[config.mk]
export PLATFORM = sky130hd
export DESIGN_NAME = cpu_decode_stage
export DESIGN_NICKNAME = d
export VERILOG_FILES = /design/src/rtl/cpu_decode_stage.sv
export SDC_FILE = /design/constraint.sdc
export NUM_CORES = 1
export LEC_CHECK = 0
export ABC_CLOCK_PERIOD_IN_PS = 2300
export CORE_MARGIN = 4
export CORE_UTILIZATION = 49
export CTS_CLUSTER_SIZE = 24
export DETAILED_ROUTE_END_ITERATION = 10
export HOLD_SLACK_MARGIN = 0.15
export PLACE_DENSITY = 0.91
export SYNTH_ARGS = -nofsm -noshare
export SYNTH_HDL_FRONTEND = slang
export SYNTH_SLANG_ARGS = --single-unit
[constraint.sdc]
create_clock -name clk -period 2.3 [get_ports clk]
set_input_delay 0.345 -clock clk [delete_from_list [all_inputs] [get_ports clk]]
set_output_delay 0.345 -clock clk [all_outputs]
set_load 0.02 [all_outputs]
[src/rtl/cpu_decode_stage.sv]
// cpu_decode_stage
//   Registered, handshaked decode stage between fetch and execute. An accepted
//   {pc, instr} is decoded and presented one cycle later. A two-entry skid
//   buffer (output register + skid register) keeps in_ready fully registered.
//
// Ports
//   clk, reset            stage clock, synchronous active-high reset
//   flush                 kill every held and same-cycle incoming instruction
//   in_valid/in_ready     fetch handshake (in_ready is a flop)
//   in_pc, in_instr       instruction address and raw 32-bit word
//   out_valid/out_ready   execute handshake
//   out_pc, out_instr     registered address and raw word
//   opcode..funct12       raw fields of out_instr
//   imm                   decoded immediate, XLEN wide
//   is_*                  instruction class flags
//   illegal               encoding not supported by this configuration
module cpu_decode_stage #(
  parameter int unsigned XLEN        = 32,
  parameter bit          EN_M        = 1'b0,
  parameter bit          EN_ZIFENCEI = 1'b0
) (
  input  logic            clk,
  input  logic            reset,
  input  logic            flush,
  input  logic            in_valid,
  output logic            in_ready,
  input  logic [XLEN-1:0] in_pc,
  input  logic [31:0]     in_instr,
  output logic            out_valid,
  input  logic            out_ready,
  output logic [XLEN-1:0] out_pc,
  output logic [31:0]     out_instr,
  output logic [6:0]      opcode,
  output logic [4:0]      rd,
  output logic [2:0]      funct3,
  output logic [4:0]      rs1,
  output logic [4:0]      rs2,
  output logic [6:0]      funct7,
  output logic [11:0]     funct12,
  output logic [XLEN-1:0] imm,
  output logic            is_mem,
  output logic            is_op_imm,
  output logic            is_op,
  output logic            is_lui,
  output logic            is_auipc,
  output logic            is_branch,
  output logic            is_jal,
  output logic            is_jalr,
  output logic            is_system,
  output logic            is_fence,
  output logic            is_mul_div,
  output logic            illegal
);

  localparam logic [6:0] OPC_LOAD      = 7'b0000011;
  localparam logic [6:0] OPC_MISC_MEM  = 7'b0001111;
  localparam logic [6:0] OPC_OP_IMM    = 7'b0010011;
  localparam logic [6:0] OPC_AUIPC     = 7'b0010111;
  localparam logic [6:0] OPC_OP_IMM_32 = 7'b0011011;
  localparam logic [6:0] OPC_STORE     = 7'b0100011;
  localparam logic [6:0] OPC_OP        = 7'b0110011;
  localparam logic [6:0] OPC_LUI       = 7'b0110111;
  localparam logic [6:0] OPC_OP_32     = 7'b0111011;
  localparam logic [6:0] OPC_BRANCH    = 7'b1100011;
  localparam logic [6:0] OPC_JALR      = 7'b1100111;
  localparam logic [6:0] OPC_JAL       = 7'b1101111;
  localparam logic [6:0] OPC_SYSTEM    = 7'b1110011;

  typedef struct packed {
    logic [XLEN-1:0] imm;
    logic            is_mem;
    logic            is_op_imm;
    logic            is_op;
    logic            is_lui;
    logic            is_auipc;
    logic            is_branch;
    logic            is_jal;
    logic            is_jalr;
    logic            is_system;
    logic            is_fence;
    logic            is_mul_div;
    logic            illegal;
  } dec_t;

  function automatic dec_t decode(input logic [31:0] w);
    dec_t               d;
    logic [6:0]         f7;
    logic               shift;
    logic               f7_ok;
    logic [5:0]         shamt;
    logic signed [31:0] imm_i;
    logic signed [31:0] imm_s;
    logic signed [31:0] imm_b;
    logic signed [31:0] imm_u;
    logic signed [31:0] imm_j;
    f7    = w[31:25];
    // funct3 001 (sll) and 101 (srl/sra) are exactly the codes with [13:12]==01
    shift = (w[13:12] == 2'b01);
    f7_ok = (f7 == 7'b0000000) || (f7 == 7'b0100000) || (EN_M && (f7 == 7'b0000001));
    shamt = (XLEN == 64) ? w[25:20] : {1'b0, w[24:20]};
    imm_i = {{20{w[31]}}, w[31:20]};
    imm_s = {{20{w[31]}}, w[31:25], w[11:7]};
    imm_b = {{19{w[31]}}, w[31], w[7], w[30:25], w[11:8], 1'b0};
    imm_u = {w[31:12], 12'b0};
    imm_j = {{11{w[31]}}, w[31], w[19:12], w[20], w[30:21], 1'b0};
    d = '0;
    // 32-bit signed immediates are widened by a signed size cast (sign extension)
    case (w[6:0])
      OPC_LOAD:  begin d.is_mem = 1'b1; d.imm = XLEN'(imm_i); end
      OPC_STORE: begin d.is_mem = 1'b1; d.imm = XLEN'(imm_s); end
      OPC_OP_IMM: begin
        d.is_op_imm = 1'b1;
        d.imm       = shift ? XLEN'(shamt) : XLEN'(imm_i);
        d.illegal   = shift && (XLEN == 32) && w[25];
      end
      OPC_OP_IMM_32: begin
        d.is_op_imm = 1'b1;
        d.imm       = shift ? XLEN'(w[24:20]) : XLEN'(imm_i);
        d.illegal   = (XLEN == 32);
      end
      OPC_OP: begin
        d.is_op   = 1'b1;
        d.illegal = !f7_ok;
      end
      OPC_OP_32: begin
        d.is_op   = 1'b1;
        d.illegal = (XLEN == 32) || !f7_ok;
      end
      OPC_LUI:    begin d.is_lui    = 1'b1; d.imm = XLEN'(imm_u); end
      OPC_AUIPC:  begin d.is_auipc  = 1'b1; d.imm = XLEN'(imm_u); end
      OPC_BRANCH: begin d.is_branch = 1'b1; d.imm = XLEN'(imm_b); end
      OPC_JAL:    begin d.is_jal    = 1'b1; d.imm = XLEN'(imm_j); end
      OPC_JALR:   begin d.is_jalr   = 1'b1; d.imm = XLEN'(imm_i); end
      OPC_SYSTEM: begin d.is_system = 1'b1; d.imm = XLEN'(imm_i); end
      OPC_MISC_MEM: begin
        d.is_fence = EN_ZIFENCEI;
        d.imm      = XLEN'(imm_i);
        d.illegal  = !EN_ZIFENCEI;
      end
      default: d.illegal = 1'b1;
    endcase
    d.is_mul_div = EN_M && d.is_op && (f7 == 7'b0000001);
    return d;
  endfunction

  logic            accept;
  logic            load_out;
  logic            out_valid_next;
  logic            skid_valid;
  logic            skid_valid_next;
  logic [XLEN-1:0] skid_pc;
  logic [31:0]     skid_instr;
  dec_t            in_dec;
  dec_t            skid_dec;
  dec_t            out_dec;

  assign accept   = in_valid && in_ready;
  // output register can take a new entry when empty or being consumed now
  assign load_out = !out_valid || out_ready;
  assign in_dec   = decode(in_instr);
  assign skid_dec = decode(skid_instr);

  always_comb begin
    out_valid_next  = out_valid;
    skid_valid_next = skid_valid;
    if (load_out) begin
      // in_ready is low whenever the skid is full, so at most one source loads
      out_valid_next  = skid_valid || accept;
      skid_valid_next = 1'b0;
    end else if (accept) begin
      skid_valid_next = 1'b1;
    end
    if (flush) begin
      out_valid_next  = 1'b0;
      skid_valid_next = 1'b0;
    end
  end

  always_ff @(posedge clk) begin
    if (reset) begin
      out_valid  <= 1'b0;
      skid_valid <= 1'b0;
      in_ready   <= 1'b1;
      out_pc     <= '0;
      out_instr  <= '0;
      out_dec    <= '0;
      skid_pc    <= '0;
      skid_instr <= '0;
    end else begin
      out_valid  <= out_valid_next;
      skid_valid <= skid_valid_next;
      in_ready   <= !skid_valid_next;
      if (!flush) begin
        if (load_out && skid_valid) begin
          out_pc    <= skid_pc;
          out_instr <= skid_instr;
          out_dec   <= skid_dec;
        end else if (load_out && accept) begin
          out_pc    <= in_pc;
          out_instr <= in_instr;
          out_dec   <= in_dec;
        end else if (accept) begin
          skid_pc    <= in_pc;
          skid_instr <= in_instr;
        end
      end
    end
  end

  assign opcode     = out_instr[6:0];
  assign rd         = out_instr[11:7];
  assign funct3     = out_instr[14:12];
  assign rs1        = out_instr[19:15];
  assign rs2        = out_instr[24:20];
  assign funct7     = out_instr[31:25];
  assign funct12    = out_instr[31:20];
  assign imm        = out_dec.imm;
  assign is_mem     = out_dec.is_mem;
  assign is_op_imm  = out_dec.is_op_imm;
  assign is_op      = out_dec.is_op;
  assign is_lui     = out_dec.is_lui;
  assign is_auipc   = out_dec.is_auipc;
  assign is_branch  = out_dec.is_branch;
  assign is_jal     = out_dec.is_jal;
  assign is_jalr    = out_dec.is_jalr;
  assign is_system  = out_dec.is_system;
  assign is_fence   = out_dec.is_fence;
  assign is_mul_div = out_dec.is_mul_div;
  assign illegal    = out_dec.illegal;

endmodule

# After elaboration in Yosys (flattened, before gate mapping)
# Index checks and enable logic that the tools add are counted.
[totals] memories=0 latchBits=0 mem_bits_rw=0 register_bits=175 wordCells=117 output_inout_bits=154 in_bits=69 mem_bits_ro=0
[op_classes] reduce_logical=31 magnitude_cmp=0 div_mod_pow=0 n_shift=0 eq_ne=30 n_mul=0 n_mux=33 n_bitwise=3 add_sub_neg=0
[ops] operator="$pmux W32 S6" n=2
[ops] operator="$mux W32" n=6
[ops] operator="$mux W44" n=2
[ops] operator="$eq A7 B6 Y1 const B" n=10
[ops] operator="$eq A7 B7 Y1 const B" n=8
[ops] operator="$eq A7 B5 Y1 const B" n=6
[ops] operator="$mux W1" n=21
[ops] operator="$reduce_or A2 Y1" n=9
[ops] operator="$reduce_or A8 Y1" n=2
[ops] operator="$eq A7 B2 Y1 const B" n=2
[ops] operator="$eq A7 B4 Y1 const B" n=2
[ops] operator="$logic_not A7 Y1" n=2
[ops] operator="$reduce_or A4 Y1" n=2
[ops] operator="$pmux W1 S3" n=2
[ops] operator="$logic_and A1 B1 Y1" n=5
[ops] operator="$eq A2 B1 Y1 const B" n=2
[ops] operator="$logic_not A1 Y1" n=4
[ops] operator="$logic_or A1 B1 Y1" n=4
[ops] operator="$reduce_and A4 Y1" n=1
[ops] operator="$not A1 Y1" n=3
[ops] operator="$reduce_and A2 Y1" n=1
[ops] operator="$reduce_bool A2 Y1" n=1

# Logic depth before layout (Yosys ltp)
[depth] ltp_word=6 mapped_depth=8 ltp_nobuf=6

# Worst setup path before layout
# Ideal clock, no wire load.
[synth_timing] path_type="input port to flip-flop" start="input in_instr[3]" end="register out_dec (netlist bit imm[21])" arrival_time_ps=1806 stages=7 path_buffers=2 t_required_ps=2172 setup_ps=128 setup_slack_ps=366 cell_sequence="clkbuf_1 mux2i_1 a211oi_1 a311oi_4 nor2_4 buf_2 o32ai_2"
[synth_via] elab_chain_cells=5 word_cells_on_any_way=17 cone_classes="11 x eq/ne; 3 x mux; 3 x reduce/logical"
[synth_rtl] element="from (decl)" line_no="28" rtl="input logic [31:0] in_instr,"
[synth_rtl] element="$eq A7 B7 Y1, or another cell as far along" line_no="108" rtl="case (w[6:0])"
[synth_rtl] element="$reduce_or A4 Y1 (no line) / $reduce_or A2 Y1 (equally long branches)"
[synth_rtl] element="$pmux W32 S6 *" line_no="108"
[synth_rtl] element="$mux W44 *" line_no="198" rtl="end else if (load_out && accept) begin"
[synth_rtl] element="$mux W44 *" line_no="194" rtl="if (load_out && skid_valid) begin"
[synth_rtl] element="to (signal assigned)" line_no="197" rtl="out_dec <= skid_dec;"
[synth_rtl] element="to (signal assigned)" line_no="201" rtl="out_dec <= in_dec;"
[synth_rtl] element="to (decl)" line_no="155" rtl="dec_t out_dec;"
# Every way passes the cells marked *; elsewhere a longest branch is shown, timed or not. The select of a mux whose other input is x is not followed.
# A chain may end at the register's enable or synchronous reset.

# Worst setup path in the final report
[layout_timing] start="register skid_instr[2]" end="register out_dec (netlist bit imm[24])"
[layout_via] elab_chain_cells=4 word_cells_on_any_way=16 cone_classes="11 x eq/ne; 2 x mux; 3 x reduce/logical"
[layout_rtl] element="from (decl)" line_no="152" rtl="logic [31:0] skid_instr;"
[layout_rtl] element="from (signal assigned)" line_no="204" rtl="skid_instr <= in_instr;"
[layout_rtl] element="$eq A7 B7 Y1, or another cell as far along" line_no="108"
[layout_rtl] element="$reduce_or A4 Y1 (no line) / $reduce_or A2 Y1 (equally long branches)"
[layout_rtl] element="$pmux W32 S6 *" line_no="108"
[layout_rtl] element="$mux W44 *" line_no="194"
# Every way passes the cells marked *; elsewhere a longest branch is shown, timed or not.

==> flow_metrics.tcl <==
set metrics [dict create \
    synth_edf_count 0 \
    r2r_setup_slack_ps 90 \
    comb_power_share 0.155 \
    cts_tree "done" \
    fin_crit_sh 0.963 \
    io_pins 223 \
    core-area_um2 16700 \
    drt_first_iter_violations 1139 \
    hold_viol_final 0 \
    rsz0062_at_grt "false" \
    cp_slowest_cell "or4b_4" \
    area_growth_pct 39.1 \
    syn_avg_cell_area_um2 8.10 \
    syn-cell-area_um2 8400 \
    syn_inst 1037 \
    dr.pass1.iters 6 \
    start_util 0.503 \
    antenna_found_initial 0 \
    slew_headroom 0.533 \
    drive_above_1_share 0.140 \
    cts_max_level 4 \
    clk_pin_slew_ps 70 \
    worst_slew_pin_slew_ps 701 \
    path_class "reg2reg" \
    cp_top_family "simple AND/OR/NAND/NOR gates" \
    intPower_uw 5500 \
    rows 47 \
    finalMaxSlewViolations 0 \
    pwr-share-clk 0.419 \
    vias_per_cell 6.16 \
    path_cells "or4b_4 > o311ai_2 > a2111oi_4 > buf_4 > buf_12 > or4_1 > o32ai_2" \
    finClkSkew_ps 13.7 \
    swShare 0.261 \
    yosys_warnings 0 \
    cts_buffer_depth 2 \
    synth_seq_cells 173 \
    vdd_drop_max_v 0.000533 \
    worstHoldPathType "in2reg" \
    synthFlopType "dfxtp_1" \
    critPathMaxStageDelay_ps 590 \
    required_ps 2630 \
    grt_usage 0.292 \
    nNetsFinal 1310 \
    cts_sinks 173 \
    clock_latency_ps 430 \
    cts_buffers 17 \
    ys_seq_area_frac 0.412 \
    yosysTopAreaCellShare 0.412 \
    fp.dieArea_um2 19300 \
    p_per_area_nw_per_um2 637 \
    cp_data_arrival_time_ps 2540 \
    hpwlAfterDp_mm 20.2 \
    ctsRootBufferMaster "clkbuf_16" \
    setup_viol 0 \
    postPlaceCellArea_um2 11000 \
    port_buffers 220 \
    vias 9085 \
    max_cap_viol_count 0 \
    cp-start-kind "register" \
    grt_pass1_wl_mm 46.4 \
    max_freq_mhz 451 \
    grt_max_degree 70 \
    diodes 0 \
    layout_min_cycle_time_ps 2210 \
    ys_types 68 \
    yosysTopAreaCell "dfxtp_1" \
    power_leakage_uw 0.00398 \
    power.switching_uw 1940 \
    grt_overflow_total 0 \
    critPathBufInv 2 \
    crit_fanout 10 \
    wl_mm 29.3 \
    drtAntennaViolNets 0 \
    detail_route.wl_per_cell_um 19.9 \
    place.gp.congestion 0.951 \
    postLayoutCellArea_um2 11700 \
    pwr-share-seq 0.427 \
    pre_cts_slack_ps -262 \
    crit_path_end_kind "register" \
    postSynth.asyncResetShare 0 \
    fp.dieH_um 139 \
    die_w_um 139 \
    hold_buffers 0 \
    status "completed" \
    fin_util 0.700 \
    fin_ws_ps 85.2 \
    drc_errors 0 \
    synth.area.top_cells "dfxtp_1 41%, nand2_1 10%, a21oi_1 9.5%, o221ai_1 5.6%, buf_4 4.2%" \
    grt_pass1_vias 8533 \
]
-- cell type report --
type	count	area, um^2
Clock inverter	12	184
Clock buffer	20	447
Multi-Input combinational cell	722	4220
Timing Repair Buffer	324	3080
Tap cell	220	275
Sequential cell	173	3470
Fill cell	1364	5020
Inverter	3	11.3
-- cells in the final DEF, fill, tap and decap left out, types with 11 or more instances in the layout --
cell	Yosys	final
nand2_1	227	227
clkdlybuf4s50_1	0	219
dfxtp_1	173	169
a21oi_1	160	159
buf_4	47	97
o221ai_1	54	54
nor2_1	38	37
or4_1	23	23
o21bai_1	19	19
a211oi_1	17	17
clkbuf_16	0	17
nor3_1	18	16
a311oi_1	14	14
o21ai_0	11	11
-- sequential cells by signal (all words and copies together), names as in the netlist, 32 cells and up --
name and cells:
out_instr 32, skid_instr 32, skid_pc 32, out_pc 32, imm 32
-- cell usage after synthesis (all sizes together), types with 2 or more instances --
cell / n
a22oi: 6
or4: 23
nand4bb: 2
or2: 2
nand3: 10
nor3b: 3
nor2b: 8
or3: 4
a2111oi: 3
o2111ai: 2
or3b: 2
o32ai: 20
a32o: 4
and2: 3
o311ai: 4
nand4: 2
and3: 2
nor2: 39
or4b: 2
o22ai: 2
a221oi: 6
nor4: 3
clkbuf: 62
o211ai: 2
nand2b: 8
o21ai: 17
mux2i: 2
dfxtp: 173
a21oi: 162
o21a: 3
inv: 3
nand2: 227
o221ai: 54
o41ai: 2
a311oi: 15
nor3: 23
a211oi: 17
buf: 78
nand3b: 6
o21bai: 19
-- path summary, 6_finish.rpt --
path	startpoint	endpoint	cells after the start
setup / recovery	skid_instr[2]	imm[24]	7
hold / removal	reset	out_instr[14]	2
setup reg to reg	skid_instr[2]	imm[24]	7
hold reg to reg	illegal	illegal	2
-- power by group through the flow --
stage | logic (uW) | clock network (uW) | registers [uW]
floorplan | 476 | 0 | 3330
global placement | 1120 | 0 | 3240
detailed placement | 1130 | 0 | 3240
CTS | 1140 | 3140 | 3170
global route | 1210 | 3280 | 3190
finish | 1150 | 3120 | 3180
-- repair_timing --
item / CTS / global route
resized for setup: 2 / 4
pin swaps: 1 / 0
setup buffers: 4 / 0
endpoints found under the setup margin: 15 / 16
-- stage by stage --
stage               total power [uW]  cells  TNS (ps)  hold slack, ps
floorplan                       3810   1038         0             423
global placement                4350   1438     -5350             440
detailed placement              4370   1438     -6070             446
CTS                             7460   1474         0             382
global route                    7680   1474         0             417
finish                          7440   1474         0             399
-- per-layer routing --
metal / wire length (um) / vias to the layer above / GRT usage
li1: - / 4142 / -
met1: 11900 / 4345 / 0.386
met2: 13900 / 518 / 0.470
met3: 2590 / 80 / 0.0569
met4: 931 / 0 / 0.117
met5: 0 / - / 0
-- worst reg2reg max path, stage by stage, from the launching register on --
cell       delay, ps
dfxtp_2          380
or4b_4           590
o311ai_2         140
a2111oi_4         50
buf_4            180
buf_12           140
or4_1            490
o32ai_2          150
-- cell families after synthesis --
| family | count (synthesis) | synth area share |
|---|---|---|
| AOI/OAI and AO/OA | 345 | 0.288 |
| buffers and inverters | 143 | 0.0888 |
| DFF | 173 | 0.412 |
| other | 1 | 0.000447 |
| xor gates and xnor gates | 1 | 0.00104 |
| muxes | 2 | 0.00238 |
| and+or+nand+nor | 372 | 0.206 |
(Power assumes the default switching activity.)
